## src/rtl/mul_div_unit.sv

```systemverilog
// Multi-cycle integer multiply/divide unit with valid/ready on both sides and flush.
// Optional macro MDU_DIV_FAST_EN: short-circuits divisions by zero or with |dividend| < |divisor|.
module mul_div_unit #(
    parameter int WIDTH      = 32,
    parameter int MUL_STAGES = 2
) (
    input  logic             clk,
    input  logic             resetn,
    input  logic             flush,
    input  logic             in_valid,
    output logic             in_ready,
    input  logic [2:0]       in_op,
    input  logic [WIDTH-1:0] in_src1,
    input  logic [WIDTH-1:0] in_src2,
    output logic             out_valid,
    input  logic             out_ready,
    output logic [WIDTH-1:0] out_result,
    output logic             out_div_zero,
    output logic             busy
);

    localparam int CNT_MAX = (WIDTH > MUL_STAGES) ? WIDTH : MUL_STAGES;
    localparam int CNT_W   = $clog2(CNT_MAX + 1);

    localparam logic [2:0] OP_MULH  = 3'd1;
    localparam logic [2:0] OP_MULHU = 3'd2;
    localparam logic [2:0] OP_DIV   = 3'd3;
    localparam logic [2:0] OP_MOD   = 3'd4;
    localparam logic [2:0] OP_DIVU  = 3'd5;
    localparam logic [2:0] OP_MODU  = 3'd6;

    typedef enum logic [1:0] {
        ST_IDLE = 2'd0,
        ST_MUL  = 2'd1,
        ST_DIV  = 2'd2,
        ST_DONE = 2'd3
    } state_t;

    state_t             state_r, state_n;
    logic [CNT_W-1:0]   cnt_r, cnt_n;
    logic [2:0]         op_r, op_n;
    logic [WIDTH-1:0]   a_r, a_n, b_r, b_n;
    logic [WIDTH-1:0]   quo_r, quo_n, rem_r, rem_n, dvs_r, dvs_n;
    logic               skip_r, skip_n;
    logic [WIDTH-1:0]   res_r, res_n;
    logic               dz_r, dz_n;
    logic               out_valid_r, busy_r;

    logic               accept_s, in_is_mul_s, in_signed_s;
    logic [WIDTH-1:0]   in_mag_a_s, in_mag_b_s;
    logic [2*WIDTH-1:0] prod_s;
    logic [WIDTH-1:0]   mulh_s, mul_res_s, div_res_s, q_fix_s, r_fix_s;
    logic [WIDTH:0]     trial_s;
    logic               div_signed_s, sign_a_s, sign_b_s;

    function automatic logic [WIDTH-1:0] magnitude(input logic [WIDTH-1:0] v, input logic sgn);
        if (sgn && v[WIDTH-1]) begin
            magnitude = -v;
        end else begin
            magnitude = v;
        end
    endfunction

    // Issue-side decode of the incoming op
    always_comb begin
        in_is_mul_s = 1'b1;
        in_signed_s = 1'b0;
        case (in_op)
            OP_DIV, OP_MOD: begin
                in_is_mul_s = 1'b0;
                in_signed_s = 1'b1;
            end
            OP_DIVU, OP_MODU: in_is_mul_s = 1'b0;
            default:          in_is_mul_s = 1'b1;
        endcase
    end

    assign in_mag_a_s = magnitude(in_src1, in_signed_s);
    assign in_mag_b_s = magnitude(in_src2, in_signed_s);
    assign in_ready   = ~flush & ((state_r == ST_IDLE) | ((state_r == ST_DONE) & out_ready));
    assign accept_s   = in_valid & in_ready;

    // Signed high half is derived from the unsigned product by subtracting the sign corrections
    assign prod_s = {{WIDTH{1'b0}}, a_r} * {{WIDTH{1'b0}}, b_r};
    assign mulh_s = prod_s[2*WIDTH-1:WIDTH] - (a_r[WIDTH-1] ? b_r : '0) - (b_r[WIDTH-1] ? a_r : '0);

    // Multiply result select
    always_comb begin
        mul_res_s = prod_s[WIDTH-1:0];
        case (op_r)
            OP_MULH:  mul_res_s = mulh_s;
            OP_MULHU: mul_res_s = prod_s[2*WIDTH-1:WIDTH];
            default:  mul_res_s = prod_s[WIDTH-1:0];
        endcase
    end

    assign div_signed_s = (op_r == OP_DIV) | (op_r == OP_MOD);
    assign sign_a_s     = div_signed_s & a_r[WIDTH-1];
    assign sign_b_s     = div_signed_s & b_r[WIDTH-1];
    assign trial_s      = {rem_r, quo_r[WIDTH-1]} - {1'b0, dvs_r};

    // Sign fixup and zero-divisor override of the magnitude quotient/remainder
    always_comb begin
        q_fix_s = quo_r;
        r_fix_s = rem_r;
        if (b_r == '0) begin
            q_fix_s = '1;
            r_fix_s = a_r;
        end else begin
            q_fix_s = (sign_a_s ^ sign_b_s) ? -quo_r : quo_r;
            r_fix_s = sign_a_s ? -rem_r : rem_r;
        end
        if ((op_r == OP_MOD) || (op_r == OP_MODU)) begin
            div_res_s = r_fix_s;
        end else begin
            div_res_s = q_fix_s;
        end
    end

    // Next-state and datapath next values
    always_comb begin
        state_n = state_r;
        cnt_n   = cnt_r;
        op_n    = op_r;
        a_n     = a_r;
        b_n     = b_r;
        quo_n   = quo_r;
        rem_n   = rem_r;
        dvs_n   = dvs_r;
        skip_n  = skip_r;
        res_n   = res_r;
        dz_n    = dz_r;
        case (state_r)
            ST_IDLE: state_n = ST_IDLE;
            ST_MUL: begin
                if (cnt_r == CNT_W'(MUL_STAGES - 1)) begin
                    state_n = ST_DONE;
                    res_n   = mul_res_s;
                    dz_n    = 1'b0;
                end else begin
                    cnt_n = cnt_r + 1'b1;
                end
            end
            ST_DIV: begin
                if (cnt_r < CNT_W'(WIDTH)) begin
                    cnt_n = cnt_r + 1'b1;
                    if (skip_r) begin
                        quo_n = quo_r;
                    end else if (!trial_s[WIDTH]) begin
                        rem_n = trial_s[WIDTH-1:0];
                        quo_n = {quo_r[WIDTH-2:0], 1'b1};
                    end else begin
                        rem_n = {rem_r[WIDTH-2:0], quo_r[WIDTH-1]};
                        quo_n = {quo_r[WIDTH-2:0], 1'b0};
                    end
                end else begin
                    state_n = ST_DONE;
                    res_n   = div_res_s;
                    dz_n    = (b_r == '0);
                end
            end
            ST_DONE: begin
                if (out_ready) begin
                    state_n = ST_IDLE;
                end else begin
                    state_n = ST_DONE;
                end
            end
            default: state_n = ST_IDLE;
        endcase

        if (accept_s) begin
            state_n = in_is_mul_s ? ST_MUL : ST_DIV;
            cnt_n   = '0;
            op_n    = in_op;
            a_n     = in_src1;
            b_n     = in_src2;
            quo_n   = in_mag_a_s;
            rem_n   = '0;
            dvs_n   = in_mag_b_s;
            skip_n  = 1'b0;
`ifdef MDU_DIV_FAST_EN
            // Trivial divisions finish after one idle iteration slot plus the fixup cycle
            if (!in_is_mul_s && ((in_src2 == '0) || (in_mag_a_s < in_mag_b_s))) begin
                skip_n = 1'b1;
                cnt_n  = CNT_W'(WIDTH - 1);
                quo_n  = '0;
                rem_n  = in_mag_a_s;
            end else begin
                skip_n = 1'b0;
            end
`endif
        end else begin
            skip_n = skip_n;
        end

        if (flush) begin
            state_n = ST_IDLE;
        end else begin
            state_n = state_n;
        end
    end

    // State, datapath and registered outputs
    always_ff @(posedge clk or negedge resetn) begin
        if (!resetn) begin
            state_r     <= ST_IDLE;
            cnt_r       <= '0;
            op_r        <= 3'd0;
            a_r         <= '0;
            b_r         <= '0;
            quo_r       <= '0;
            rem_r       <= '0;
            dvs_r       <= '0;
            skip_r      <= 1'b0;
            res_r       <= '0;
            dz_r        <= 1'b0;
            out_valid_r <= 1'b0;
            busy_r      <= 1'b0;
        end else begin
            state_r     <= state_n;
            cnt_r       <= cnt_n;
            op_r        <= op_n;
            a_r         <= a_n;
            b_r         <= b_n;
            quo_r       <= quo_n;
            rem_r       <= rem_n;
            dvs_r       <= dvs_n;
            skip_r      <= skip_n;
            res_r       <= res_n;
            dz_r        <= dz_n;
            out_valid_r <= (state_n == ST_DONE);
            busy_r      <= (state_n != ST_IDLE);
        end
    end

    assign out_valid    = out_valid_r;
    assign out_result   = res_r;
    assign out_div_zero = dz_r;
    assign busy         = busy_r;

endmodule

```

## config.mk

```make
export PLATFORM = sky130hd
export DESIGN_NAME = mul_div_unit
export DESIGN_NICKNAME = d
export VERILOG_FILES = /design/src/rtl/mul_div_unit.sv
export SDC_FILE = /design/constraint.sdc
export NUM_CORES = 2
export LEC_CHECK = 0
export BUFFER_PORTS_ARGS = -buffer_cell sky130_fd_sc_hd__buf_2
export CORE_UTILIZATION = 46
export CTS_CLUSTER_SIZE = 30
export DETAILED_ROUTE_END_ITERATION = 10
export PLACE_DENSITY = 0.59
export SYNTH_ARGS = -nofsm -noshare
export SYNTH_HDL_FRONTEND = slang
export SYNTH_SLANG_ARGS = --single-unit
export TNS_END_PERCENT = 50
```

## constraint.sdc

```tcl
create_clock -name clk -period 15.9 [get_ports clk]
set_input_delay 3.18 -clock clk [delete_from_list [all_inputs] [get_ports clk]]
set_output_delay 3.18 -clock clk [all_outputs]
set_load 0.02 [all_outputs]
```

# == Word level (Yosys, flattened, before mapping) ==
# Cells that the tools add are included.
# op_classes
multipliers,1
addsub,8
eq_ne,18
mux,36
shifts,0
reduce_logical,15
div,0
bitwise_logic,9
n_lt_le_gt_ge,1
# ops
cell,n
$mux 32,18
$neg 32->32,4
$pmux 32 s2,2
$mul 32x32->64,1
$sub 32x32->32,2
$sub 33x32->33,1
$logic_not 32->1,1
$mux 6,3
$eq 3x3->1 const B,5
$mux 2,6
$pmux 6 s2,1
$eq 3x2->1 const B,3
$pmux 2 s4,1
$reduce_bool 2->1,4
$add 6x1->6 const B,1
$eq 2x2->1 const B,3
$eq 6x1->1 const B,1
$lt 6x6->1 const B,1
$ne 3x3->1 const B,2
$reduce_and 3->1,2
$and 1x1->1,5
$mux 1,4
$ne 2x2->1 const B,2
$reduce_or 4->1,1
other kinds (12),14
# totals
latch_bits,0
mem_bits_rw,0
in_bits,72
reg_bits,206
romBits,0
elab_cells,100
mem_count,0
output_inout_bits,36

# == Depth between registers and ports, before layout ==
# depth
ltp_word,9
depth_mapped,43
mapped_depth_nobuf,41

# == Worst setup path before layout ==
# OpenSTA, ideal clock, no wires.
# synth_path
path_kind,flip-flop to flip-flop
startpoint,reg b_r[11]
endpoint,"reg res_r[31], in the netlist out_result[31]"
required_ps,15772
n_path_buf,3
stages_incl_launch_ff,40
path_slack_ps,6032
arrival_time_ps,9741
period_less_slack_ps,9868
setup_time_ps,128
cell_sequence,dfrtp_1 -> clkbuf_1 -> nand2_1 -> fa_1 -> inv_1 -> fa_1 -> inv_1 -> fa_1 -> inv_1 -> fa_1 -> inv_1 -> fa_1 -> fa_1 -> fa_1 -> fa_1 -> inv_1 -> ha_1 -> clkbuf_1 -> [4 not listed] -> o31a_1 -> o31a_1 -> o2111ai_1 -> o311ai_1 -> fa_1 -> ha_1 -> clkbuf_1 -> a21o_1 -> a21o_1 -> a21o_1 -> a21o_1 -> a21o_1 -> a21o_1 -> a21oi_1 -> o21ai_0 -> and2_1 -> o21ai_0 -> a31oi_1
# synth_between
elab_chain_cells,6
word_cells_on_any_way,12
cone_classes,2 x add/sub; 1 x mul; 8 x mux; 1 x reduce/logical
# synth_rtl
element,line,rtl
start: declaration,42,"logic [WIDTH-1:0] a_r, a_n, b_r, b_n;"
start signal: assignment,225,b_r <= b_n;
$mul 32x32->64 or $mux 32 (tied branches),"84, 85",
$sub 32x32->32 (2 in series),85,assign mulh_s = prod_s[2*WIDTH-1:WIDTH] - (a_r[WIDTH-1] ? b_r : '0) - (b_r[WIDTH-1] ? a_r : '0);
$pmux 32 s2,90,case (op_r)
$mux 32,136,if (cnt_r == CNT_W'(MUL_STAGES - 1)) begin
$pmux 32 s2 (*),133,case (state_r)
end signal: assignment,230,res_r <= res_n;
end: declaration,45,"logic [WIDTH-1:0] res_r, res_n;"
# Mark *: on every way between the ends. The rest lies on a longest branch, timed or not. The select of a mux whose other input is x is not followed.
# A chain may end at the register's enable or synchronous reset.

# == Worst setup path in the final report ==
# layout_path
startpoint,reg a_r[19]
endpoint,"reg res_r[19], in the netlist out_result[19]"
# layout_between
elab_chain_cells,6
word_cells_on_any_way,10
cone_classes,2 x add/sub; 1 x mul; 7 x mux
# layout_rtl
element,line,rtl
start: declaration,42,
start signal: assignment,224,a_r <= a_n;
$mul 32x32->64,84,"assign prod_s = {{WIDTH{1'b0}}, a_r} * {{WIDTH{1'b0}}, b_r};"
$sub 32x32->32 (2 in series),85,
$pmux 32 s2,90,
$mux 32,136,
$pmux 32 s2 (*),133,
# Marks and branches as above.

==> qor.csv <==
stage;metric;value;unit
status;status;finished clean;
finish;Final Core Density;0.4897;
timing;Fmax;0.08524;GHz
timing;skew final;0.02004;ns
yosys;Yosys top cell by area;fa_1;
finish;most common cell after layout, fill and taps aside;inv_1;
critical_path;startpoint type of the worst setup path;register;
timing;max-slew violation count;0;
timing;final hold vios;0;
cts;CTS Sinks;205;
critical_path;Crit Path Class;register to register;
global_route;vias in the first global route;42450;
critical_path;CP max FO;19;
critical_path;max incr delay on CP;1.02;ns
timing;Slew headroom;0.1978;
cts;CTS Buf Count;26;
critical_path;Buf+Inv Stages, Crit Path;4;
global_route;initial antenna violation count;3;
floorplanning;core footprint;0.1075;mm²
detailed_routing;DR vias;40210;
yosys;register bit total from synthesis;205;
cts;H-tree depth;1;
yosys;synth warn;0;
floorplanning;die outline width;331.9;µm
yosys;Top FF cell, synth;dfrtp_1;
cts;Post-CTS Setup Bufs;0;
yosys;Synth Instances;5858;
placed_design;HPWL Detailed;124500;µm
finish;layout cell share with drive strength beyond 1;0.04709;
yosys;sequential area share after synthesis;0.1024;
cts;Clock Tree Buf Depth;3;
yosys;synthesized cell area;0.05008;mm²
timing;Slew @ Worst Pin;1.203;ns
yosys;Post-Syn Nets;7197;
yosys;number of synthesized flops with an enable pin;0;
cts;CTS tree;done;
cts;Clk Latency, worst-skew pair;0.56;ns
finish;antenna cell count;0;
hold_path;Hold Crit Depth;2;
detailed_routing;initial drt markers;2713;
detailed_routing;Routed Wire Length;162700;µm
cts;post_cts resized;0;
detailed_routing;Via density;5.617;
yosys;largest cells by area after synthesis;fa_1 (37%), dfrtp_1 (10%), ha_1 (8.5%);
floorplanning;die area;0.1102;mm²
detailed_routing;drt pass-1 iters;6;
critical_path;Crit. path cell count;34;
critical_path;Data required, critical path;16.33;ns
critical_path;slowest cell on the critical path;dfrtp_1;
job;Max Cap Violations;0;
hold_path;Worst Hold Class;register to register;
global_route;first-pass GRT wire length;254900;µm
finish;P&R area growth vs syn;5.119;%
floorplanning;Initial Util;0.4658;
detailed_routing;Final ANT Viol Nets;0;
cts;post-cts hold buffer count;0;
cts;root buf cell;clkbuf_16;
critical_path;cell mode on critical path;fa_1;
detailed_routing;Residual DRC;0;
yosys;asr flop ratio synth;1.000;
global_route;grt ovf;0;
global_route;largest net degree at the start of global routing;92;
finish;Final #Nets;7074;
timing;Period minus WS final;11.73;ns
placed_design;RD Place Congestion;1.012;
yosys;Mean Syn Cell Area;8.549;µm²
yosys;Netlist cell types;87;
timing;Final setup violation count;0;
critical_path;WP data arrival;12.16;ns
finish;fill count;10580;
floorplanning;FP Rows;120;
yosys;Yosys top cell area share;0.3710;
cts;clock transition at the registers of the reported paths;0.06;ns
global_route;gr usage total;0.3016;
placed_design;Buffers on Ports;107;
critical_path;Worst R2R Path Depth;34;
critical_path;Setup crit end kind;register;
finish;commonest non-fill, non-tap cells in the layout;inv_1 (1005), fa_1 (928), nand2_1 (904);
critical_path;CP top delay family;adder cells;
timing;TNS Setup;0;ns
timing;RSZ-0062 raised after global routing;no;
floorplanning;I/O pins;108;
detailed_routing;Routed WL per cell;22.72;µm
floorplanning;die height;331.9;µm
timing;Tcrit/Tclk final;0.7378;
## tightest hold or removal path, cell delays in order, from the launching register on
cell,delay [ns]
dfrtp_1,0.34
nand2_1,0.05
nand2_1,0.05
## kinds of logic (layout without fill, tap and decap cells)
| group | Yosys count | after routing | synth area share |
|---|---|---|---|
| flip-flops | 205 | 205 | 0.1024 |
| XOR/XNOR | 226 | 226 | 0.03968 |
| buffers and inverters | 1342 | 1239 | 0.1010 |
| adder cells (fa/ha/maj) | 1267 | 1267 | 0.4557 |
| multiplexers | 43 | 43 | 0.008645 |
| AND/OR/NAND/NOR | 1928 | 1928 | 0.1867 |
| AO/OA/AOI/OAI | 847 | 847 | 0.1059 |
## cell usage after synthesis, types with 14 or more instances
cell,n
clkbuf_1,318
nor2_1,175
o31ai_1,17
a22oi_1,22
or4_1,15
a21o_1,77
mux2i_1,41
and3_1,20
nand4_1,28
a21oi_1,231
xor2_1,95
a211oi_1,21
xnor2_1,130
nor4_1,19
nor2b_1,17
o22ai_1,30
fa_1,928
o21bai_1,22
nor3_1,36
o211ai_1,14
o21ai_0,227
and2_1,586
nand3_1,46
nand2_1,905
or3_1,18
o21a_1,17
nand2b_1,33
dfrtp_1,205
inv_1,1005
ha_1,339
a31oi_1,58
## metal layers
layer | track usage | part of all wire
met2 | 0.5009 | 0.47
met1 | 0.4000 | 0.41
met3 | 0.04443 | 0.069
met4 | 0.1094 | 0.044
met5 | 0 | 0.000080
## sequential cells by signal, summed over array words and instances, names as in the netlist
register      flops
state_r           2
out_div_zero      1
busy              1
cnt_r             6
out_result       32
a_r              32
b_r              32
op_r              3
rem_r            32
out_valid         1
dvs_r            31
quo_r            32
## metrics by stage
step	std cells	instance area (µm²)	setup WS, ns	hold slack (ns)
final	7158	52640	4.169	0.4760
after global routing	7158	52640	3.689	0.5068
after CTS	7158	52640	4.342	0.4812
after detailed placement	7110	51720	4.400	0.4651
after global placement	7110	51720	4.284	0.4602
after floorplan	5858	50080	6.032	0.4498
## final timing paths
| path | slack, ns | start | to |
|---|---|---|---|
| worst max-delay path | 4.17 | a_r[19] | out_result[19] |
| worst min-delay path | 0.48 | b_r[22] | b_r[22] |
| worst max register to register | 4.17 | a_r[19] | out_result[19] |
| worst min register to register | 0.48 | b_r[22] | b_r[22] |
| max in group asynchronous | 11.88 | resetn | out_result[17] |
| min in group asynchronous | 2.54 | resetn | cnt_r[2] |
## layout make-up
class	count	area, µm²	share of cell area
clock buffer	30	695.7	0.01322
clock inverter	18	222.7	0.004231
inverter	1005	3772	0.07166
multi-input combinational	4311	39930	0.7585
sequential	205	5130	0.09745
tap	1403	1755	0.03335
timing repair buffer	186	1139	0.02163
Power is left out: the tool's default activity adds up to more than one toggle a clock period on the data nets, which glitch-free logic cannot reach.
